## src/rtl/alarm_mode_controller.sv

```systemverilog
// alarm_mode_controller
//   Mode FSM for the MM:SS alarm clock. Gates the time counter's count enable,
//   issues one-cycle load pulses after a time edit, edits the time/alarm value
//   from debounced button pulses, stores the alarm and drives the buzzer.
//
// Ports
//   clk, reset        clock, asynchronous active-high reset
//   tick_1hz          one-cycle pulse per second (same tick as the counter)
//   btn_*             one-cycle debounced pulses: center, left, right, up, down
//   alarm_en          level switch; low disables and cancels the alarm
//   cur_*             current time digits from the counter chain
//   count_en          enable to the seconds-units counter (registered)
//   load, ld_*        one-cycle load pulse and load digits (registered)
//   disp_*            display digits: edit buffer in SET states, else current time
//   blink_min/sec     field under edit (registered)
//   mode              0 RUN, 1 SET_TIME, 2 SET_ALARM, 3 RINGING
//   buzzer            high while RINGING (registered)
module alarm_mode_controller #(
  parameter int RING_TICKS   = 30,
  parameter int EDIT_TIMEOUT = 20
) (
  input  logic       clk,
  input  logic       reset,
  input  logic       tick_1hz,
  input  logic       btn_center,
  input  logic       btn_left,
  input  logic       btn_right,
  input  logic       btn_up,
  input  logic       btn_down,
  input  logic       alarm_en,
  input  logic [2:0] cur_min_tens,
  input  logic [3:0] cur_min_units,
  input  logic [2:0] cur_sec_tens,
  input  logic [3:0] cur_sec_units,
  output logic       count_en,
  output logic       load,
  output logic [2:0] ld_min_tens,
  output logic [3:0] ld_min_units,
  output logic [2:0] ld_sec_tens,
  output logic [3:0] ld_sec_units,
  output logic [2:0] disp_min_tens,
  output logic [3:0] disp_min_units,
  output logic [2:0] disp_sec_tens,
  output logic [3:0] disp_sec_units,
  output logic       blink_min,
  output logic       blink_sec,
  output logic [1:0] mode,
  output logic       buzzer
);

  typedef enum logic [1:0] {
    RUN       = 2'd0,
    SET_TIME  = 2'd1,
    SET_ALARM = 2'd2,
    RINGING   = 2'd3
  } state_t;

  typedef struct packed {
    logic [2:0] min_tens;
    logic [3:0] min_units;
    logic [2:0] sec_tens;
    logic [3:0] sec_units;
  } mmss_t;

  localparam logic       FLD_MIN   = 1'b0;
  localparam logic       FLD_SEC   = 1'b1;
  localparam logic [7:0] ECNT_LAST = 8'(EDIT_TIMEOUT - 1);
  localparam logic [7:0] RCNT_LAST = 8'(RING_TICKS - 1);

  // {tens,units} field 00..59, wraps both ways; no carry into the other field
  function automatic logic [6:0] fld_up(input logic [6:0] f);
    logic [2:0] t;
    logic [3:0] u;
    t = f[6:4];
    u = f[3:0];
    if (u == 4'd9) begin
      u = 4'd0;
      t = (t == 3'd5) ? 3'd0 : t + 3'd1;
    end else begin
      u = u + 4'd1;
    end
    return {t, u};
  endfunction

  function automatic logic [6:0] fld_dn(input logic [6:0] f);
    logic [2:0] t;
    logic [3:0] u;
    t = f[6:4];
    u = f[3:0];
    if (u == 4'd0) begin
      u = 4'd9;
      t = (t == 3'd0) ? 3'd5 : t - 3'd1;
    end else begin
      u = u - 4'd1;
    end
    return {t, u};
  endfunction

  function automatic mmss_t bump(input mmss_t v, input logic fld, input logic up);
    mmss_t r;
    r = v;
    if (fld == FLD_MIN)
      {r.min_tens, r.min_units} = up ? fld_up({v.min_tens, v.min_units})
                                     : fld_dn({v.min_tens, v.min_units});
    else
      {r.sec_tens, r.sec_units} = up ? fld_up({v.sec_tens, v.sec_units})
                                     : fld_dn({v.sec_tens, v.sec_units});
    return r;
  endfunction

  state_t     state_q, nxt_state;
  logic       field_q, nxt_field;
  mmss_t      edit_q, nxt_edit;
  mmss_t      alarm_q, nxt_alarm;
  mmss_t      ld_q, nxt_ld;
  logic       nxt_load;
  logic [7:0] ecnt_q, nxt_ecnt;
  logic [7:0] rcnt_q, nxt_rcnt;
  logic       match_d, nxt_match_d;
  mmss_t      cur;
  logic       match, any_btn, editing, nxt_editing;

  assign cur         = {cur_min_tens, cur_min_units, cur_sec_tens, cur_sec_units};
  assign match       = (cur == alarm_q);
  assign any_btn     = btn_center | btn_left | btn_right | btn_up | btn_down;
  assign editing     = (state_q == SET_TIME) || (state_q == SET_ALARM);
  assign nxt_editing = (nxt_state == SET_TIME) || (nxt_state == SET_ALARM);

  always_comb begin
    nxt_state   = state_q;
    nxt_field   = field_q;
    nxt_edit    = edit_q;
    nxt_alarm   = alarm_q;
    nxt_ld      = ld_q;
    nxt_load    = 1'b0;
    nxt_ecnt    = ecnt_q;
    nxt_rcnt    = rcnt_q;
    nxt_match_d = match;
    case (state_q)
      RUN: begin
        // Buttons take precedence over a same-cycle alarm trigger.
        if (btn_center) begin
          nxt_state = SET_TIME;
          nxt_edit  = cur;
          nxt_field = FLD_MIN;
          nxt_ecnt  = '0;
        end else if (btn_right) begin
          nxt_state = SET_ALARM;
          nxt_edit  = alarm_q;
          nxt_field = FLD_MIN;
          nxt_ecnt  = '0;
        end else if (alarm_en && match && !match_d) begin
          nxt_state = RINGING;
          nxt_rcnt  = '0;
        end
      end
      SET_TIME, SET_ALARM: begin
        if (btn_center) begin
          nxt_state = RUN;
          if (state_q == SET_TIME) begin
            nxt_load = 1'b1;
            nxt_ld   = edit_q;
          end else begin
            nxt_alarm = edit_q;
            // Pre-arm the edge detector with the new alarm so an alarm equal
            // to the time at commit does not ring immediately.
            nxt_match_d = (cur == edit_q);
          end
        end else if (btn_left) begin
          nxt_field = FLD_MIN;
          nxt_ecnt  = '0;
        end else if (btn_right) begin
          nxt_field = FLD_SEC;
          nxt_ecnt  = '0;
        end else if (btn_up) begin
          nxt_edit = bump(edit_q, field_q, 1'b1);
          nxt_ecnt = '0;
        end else if (btn_down) begin
          nxt_edit = bump(edit_q, field_q, 1'b0);
          nxt_ecnt = '0;
        end else if (tick_1hz) begin
          if (ecnt_q == ECNT_LAST) nxt_state = RUN;
          else                     nxt_ecnt  = ecnt_q + 8'd1;
        end
      end
      default: begin
        // RINGING: a button press is consumed only to cancel.
        if (any_btn || !alarm_en) begin
          nxt_state = RUN;
        end else if (tick_1hz) begin
          if (rcnt_q == RCNT_LAST) nxt_state = RUN;
          else                     nxt_rcnt  = rcnt_q + 8'd1;
        end
      end
    endcase
  end

  always_ff @(posedge clk or posedge reset) begin
    if (reset) begin
      state_q   <= RUN;
      field_q   <= FLD_MIN;
      edit_q    <= '0;
      alarm_q   <= '0;
      ld_q      <= '0;
      load      <= 1'b0;
      ecnt_q    <= '0;
      rcnt_q    <= '0;
      // Treat time==alarm at power-up as already seen: no ring out of reset.
      match_d   <= 1'b1;
      count_en  <= 1'b0;
      buzzer    <= 1'b0;
      blink_min <= 1'b0;
      blink_sec <= 1'b0;
    end else begin
      state_q   <= nxt_state;
      field_q   <= nxt_field;
      edit_q    <= nxt_edit;
      alarm_q   <= nxt_alarm;
      ld_q      <= nxt_ld;
      load      <= nxt_load;
      ecnt_q    <= nxt_ecnt;
      rcnt_q    <= nxt_rcnt;
      match_d   <= nxt_match_d;
      count_en  <= (nxt_state != SET_TIME);
      buzzer    <= (nxt_state == RINGING);
      blink_min <= nxt_editing && (nxt_field == FLD_MIN);
      blink_sec <= nxt_editing && (nxt_field == FLD_SEC);
    end
  end

  assign mode = state_q;
  assign {ld_min_tens, ld_min_units, ld_sec_tens, ld_sec_units} = ld_q;
  assign {disp_min_tens, disp_min_units, disp_sec_tens, disp_sec_units} =
    editing ? edit_q : cur;

endmodule

```

## config.mk

```make
export PLATFORM = sky130hd
export DESIGN_NAME = alarm_mode_controller
export DESIGN_NICKNAME = d
export VERILOG_FILES = /design/src/rtl/alarm_mode_controller.sv
export SDC_FILE = /design/constraint.sdc
export NUM_CORES = 1
export LEC_CHECK = 0
export ABC_AREA = 1
export BUFFER_PORTS_ARGS = -buffer_cell sky130_fd_sc_hd__clkbuf_2
export CORE_MARGIN = 8
export CORE_UTILIZATION = 35
export DETAILED_ROUTE_END_ITERATION = 6
export SLEW_MARGIN = 15
export SYNTH_ARGS = -nofsm -noshare
export SYNTH_HDL_FRONTEND = slang
export SYNTH_SLANG_ARGS = --single-unit
```

## constraint.sdc

```tcl
create_clock -name clk -period 5.8 [get_ports clk]
set_input_delay 0.87 -clock clk [delete_from_list [all_inputs] [get_ports clk]]
set_output_delay 0.87 -clock clk [all_outputs]
set_load 0.1 [all_outputs]
```

Word level (Yosys, flattened, before mapping). Index checks and enable logic that the tools add are counted.

Register bits after elaboration: 67. Input port bits: 23. Output and inout bits: 35.

$add $sub $neg: 10. Eq/ne operators: 32. Mux-type cells: 68. Bitwise logic cells: 7. Reduce and logical (&&, ||, !) cells: 25.

Operators by type and width (count): $mux 8 (15); $mux 14 (8); $pmux 8 s2 (2); $eq 14x14->1 (2); $mux 7 (4); $pmux 14 s2 (1); $mux 2 (13); $mux 3 (8); $reduce_and 7->1 (3); $ne 3x3->1 const B (6); $reduce_and 9->1 (2); $add 8x1->8 const B (2); $eq 8x5->1 const B (2); $mux 4 (4); $ne 2x2->1 const B (8); $ne 6x6->1 const B (2); $mux 1 (11); $add 4x1->4 const B (2); $eq 4x4->1 const B (2); $logic_not 4->1 (2); $sub 4x1->4 const B (2); $add 3x1->3 const B (2); $eq 2x2->1 const B (3); $eq 3x3->1 const B (2); 16 further kinds (34).

Depth between registers and ports, before layout.
Word-level depth: 12. Depth in mapped cells: 13. Gate-level depth less buffers: 13.

Worst setup path before layout. OpenSTA, ideal clock, no wires.

Path kind: register to output. From: register state_q[0] (netlist: mode[0]). To: output port disp_min_tens[2]. Arrival time: 4.091 ns. Required time: 4.930 ns. Setup slack: 0.839 ns. Cell stages (with the launch flop): 7. Path buffers: 3. Cell sequence: dfrtp_1 inv_1 ha_1 buf_2 buf_2 clkbuf_1 o21ai_0.

Longest elaborated chain between the ends: 3.

Ends and longest elaborated chain: start: declaration (line 111) `state_t state_q, nxt_state;`; start signal: assignment (line 215) `state_q <= nxt_state;`; $eq 2x1->1 or $eq 2x2->1 (tied branches) (line 126) `assign editing = (state_q == SET_TIME) || (state_q == SET_ALARM);`; $logic_or 1x1->1 (*) (line 126); $mux 14 (*) (line 234) `editing ? edit_q : cur;`; end: declaration (line 41) `output logic [2:0] disp_min_tens,`.

Every way passes the cells marked *; elsewhere a longest branch is shown, timed or not.

Worst setup path in the final report.
From: register state_q[0] (netlist: mode[0]). To: output port disp_sec_units[0].

Longest elaborated chain between the ends: 3.

Ends and longest elaborated chain: $eq 2x1->1 or $eq 2x2->1 (tied branches) (line 126); $logic_or 1x1->1 (*) (line 126); $mux 14 (*) (line 234); end: declaration (line 44) `output logic [3:0] disp_sec_units,`.

Marks and branches as above.

==> flow_summary.ini <==
[status]
status = finished clean

[detailed_routing]
post-route-drc-count = 0
drtPass1Iterations = 4
routed-via-count = 4203
drtAntennaViolNets = 0
dr.first_iter.drc_count = 289
vias_per_cell = 4.848
wl_um = 11910
wire_per_inst_um = 13.73

[placement]
hpwl_um = 8696
port_buffers = 57
gp_congestion = 0.8843

[yosys]
ys_types = 38
synthCells = 641
ys.warnings.count = 0
syn_area_um2 = 4424
yosysSeqAreaShare_pct = 37.92
syn_nets = 674
avgSynthCellArea_um2 = 6.902
synthArstFlopShare_pct = 100.0
ys_ff_latch = 67
yosys_most_used_dff = dfrtp_1
synth_edf_count = 0

[sta]
tightest_slew_ps = 1018
slew_headroom_pct = 31.94
post-route-period-util_pct = 54.34
slew_viol_final = 0
finalSetupViolations = 0
setup-tns-final_ps = 0
grt_setup_unrepaired = false
timing.final.crit_period_ps = 3152
skew_ps = 5.699
hold_viol = 0
max_freq_mhz = 317.3

[grt]
grt-ovfl-total = 0
antenna_found_initial = 0
grt_pass1_vias = 4189
grtUsageTotal_pct = 15.08
grt_max_degree = 68
grt_pass1_wl_um = 20210

[die]
die-area_um2 = 16490
io_pins = 58
die-width_um = 128.4
die_y_um = 128.4
initial_utilization_pct = 35.49
core_area_um2 = 12470
rows = 41

[worst_setup_path]
critPathCaptureType = primary output
timing.setup.critical_path_class = register to primary output
r2r-start = mode[0]$_DFF_PP0_
reg2reg_to = match_d$_DFF_PP1_
reg2regPathDepth = 8
r2r_setup_slack_ps = 3160
crit_arrival_ps = 2280
slowest_delay_ps = 480
cp_max_fo = 53
startpoint_type = register
cp_cell_sequence = inv_1, ha_1, buf_4, nand2_1, o21ai_0, clkbuf_2
cpMaxStageDelayCell = clkbuf_2
required_ps = 4930

[hold_path]
hold_path.class = register to register
min_to = ld_min_tens[1]$_DFFE_PP0P_
min_from = ld_min_tens[1]$_DFFE_PP0P_
hold_path_depth = 2

[job]
drv_cap = 0

[clock_tree]
insertion_delay_ps = 330
cts_tree = built
cts_hold_buf = 0
clockBufferDepth = 2
cts_made_buffers = 9
clkTransAtPathRegs_ps = 60
cts_root_buffer = clkbuf_16
htreeDepth = 3
post-cts-setup-buffers = 0
cts_resized = 0
cts_sinks = 67

[cells_and_area]
fillers = 1335
nets = 723
area_growth_pct = 16.83
drive_above_1_share_pct = 15.40
diodes = 0
Yosys cell counts (all sizes together), types with 2 or more instances:
cell    number  area (um^2)
o31ai        4        30.03
dfrtp       66         1652
a21boi       2        22.52
ha          10        125.1
buf          8        51.29
nand3       29        160.2
and2         2        12.51
a21oi       25        136.4
o211ai       4        30.03
inv         95        359.1
clkbuf      13        48.80
nor4         2        12.51
nand4       12        81.33
xnor2        6        52.55
nor2        59        241.5
a22oi        4        30.03
nor3         7        35.03
o221ai       2        30.03
nand2      182        693.2
o21ai       92        460.4
xor2        11        96.34
state kept, by name, indices dropped and copies added, names as in the netlist:
name and cells:
buzzer 1, rcnt_q 8, blink_min 1, blink_sec 1
alarm_q 14, ecnt_q 8, mode 2, count_en 1
match_d 1, ld_sec_tens 3, edit_q 14, ld_sec_units 4
load 1, ld_min_tens 3, ld_min_units 4, field_q 1
critical path, delay by kind of cell, from the launching register on:
family | cells | cell delay [ps]
AOI/OAI and AO/OA | 1 | 100
adders and majority gates | 1 | 290
buffers and inverters | 3 | 990
DFF | 1 | 400
and+or+nand+nor | 1 | 140
layer usage:
metal  track usage [%]  share of wire, %  vias up
li1                  -                 -     2152
met1             20.11                49     1922
met2             23.71                45      113
met3             3.393               4.8       16
met4             4.755               1.5        0
met5                 0                 0        -
cell usage in the layout (no fill, tap or decap), drive strengths merged, types with 6 or more instances in the layout:
master	instances
nor2	59
inv	95
o21ai	92
xnor2	6
nor3	7
nand4	12
ha	10
a21oi	25
clkbuf	69
xor2	11
nand3	29
nand2	182
dfrtp	66
cells by family (layout without fill, tap and decap cells):
| family | Yosys count | in the layout | synth area share (%) |
|---|---|---|---|
| compound gates | 135 | 135 | 17.03 |
| xor+xnor | 17 | 17 | 3.365 |
| fa+ha+maj | 10 | 10 | 2.828 |
| buf+inv | 116 | 170 | 10.38 |
| flops | 67 | 67 | 37.92 |
| mux | 1 | 1 | 0.2263 |
| simple gates | 295 | 295 | 28.25 |
worst max-delay path by stage:
stage / depth (start not counted) / slack, ps / startpoint / endpoint
2_1_floorplan: 6 / 840 / mode[0]$_DFF_PP0_ / disp_min_tens[2]
3_3_place_gp: 6 / 3050 / mode[0]$_DFF_PP0_ / disp_min_tens[0]
3_5_place_dp: 11 / 2990 / btn_center / blink_min$_DFF_PP0_
4_1_cts: 6 / 2640 / mode[0]$_DFF_PP0_ / disp_sec_tens[0]
5_1_grt: 6 / 2470 / mode[0]$_DFF_PP0_ / disp_min_units[0]
6_report: 6 / 2650 / mode[0]$_DFF_PP0_ / disp_sec_units[0]
metrics by stage:
step	utilization [%]	setup WS [ps]	hold WS (ps)	std cells	area, um^2
2_1_floorplan	-	839.1	473.4	641	4424
3_3_place_gp	38.82	3055	467.9	851	4840
3_5_place_dp	38.82	2989	476.1	851	4840
4_1_cts	41.46	2642	490.8	867	5169
5_1_grt	41.46	2474	515.3	867	5169
6_report	41.46	2648	485.3	867	5169
final cells by class:
class / instances / area [um^2] / area share (%)
multi-input cells: 458 / 2287 / 44.25
flip-flops and latches: 67 / 1678 / 32.46
inverters: 95 / 359.1 / 6.947
repair buffers: 59 / 300.3 / 5.810
clock buffers: 12 / 256.5 / 4.962
well taps: 172 / 215.2 / 4.164
clock inverters: 4 / 72.57 / 1.404
Power is left out: the tool's default activity adds up to more than one toggle a clock period on the data nets, which glitch-free logic cannot reach.
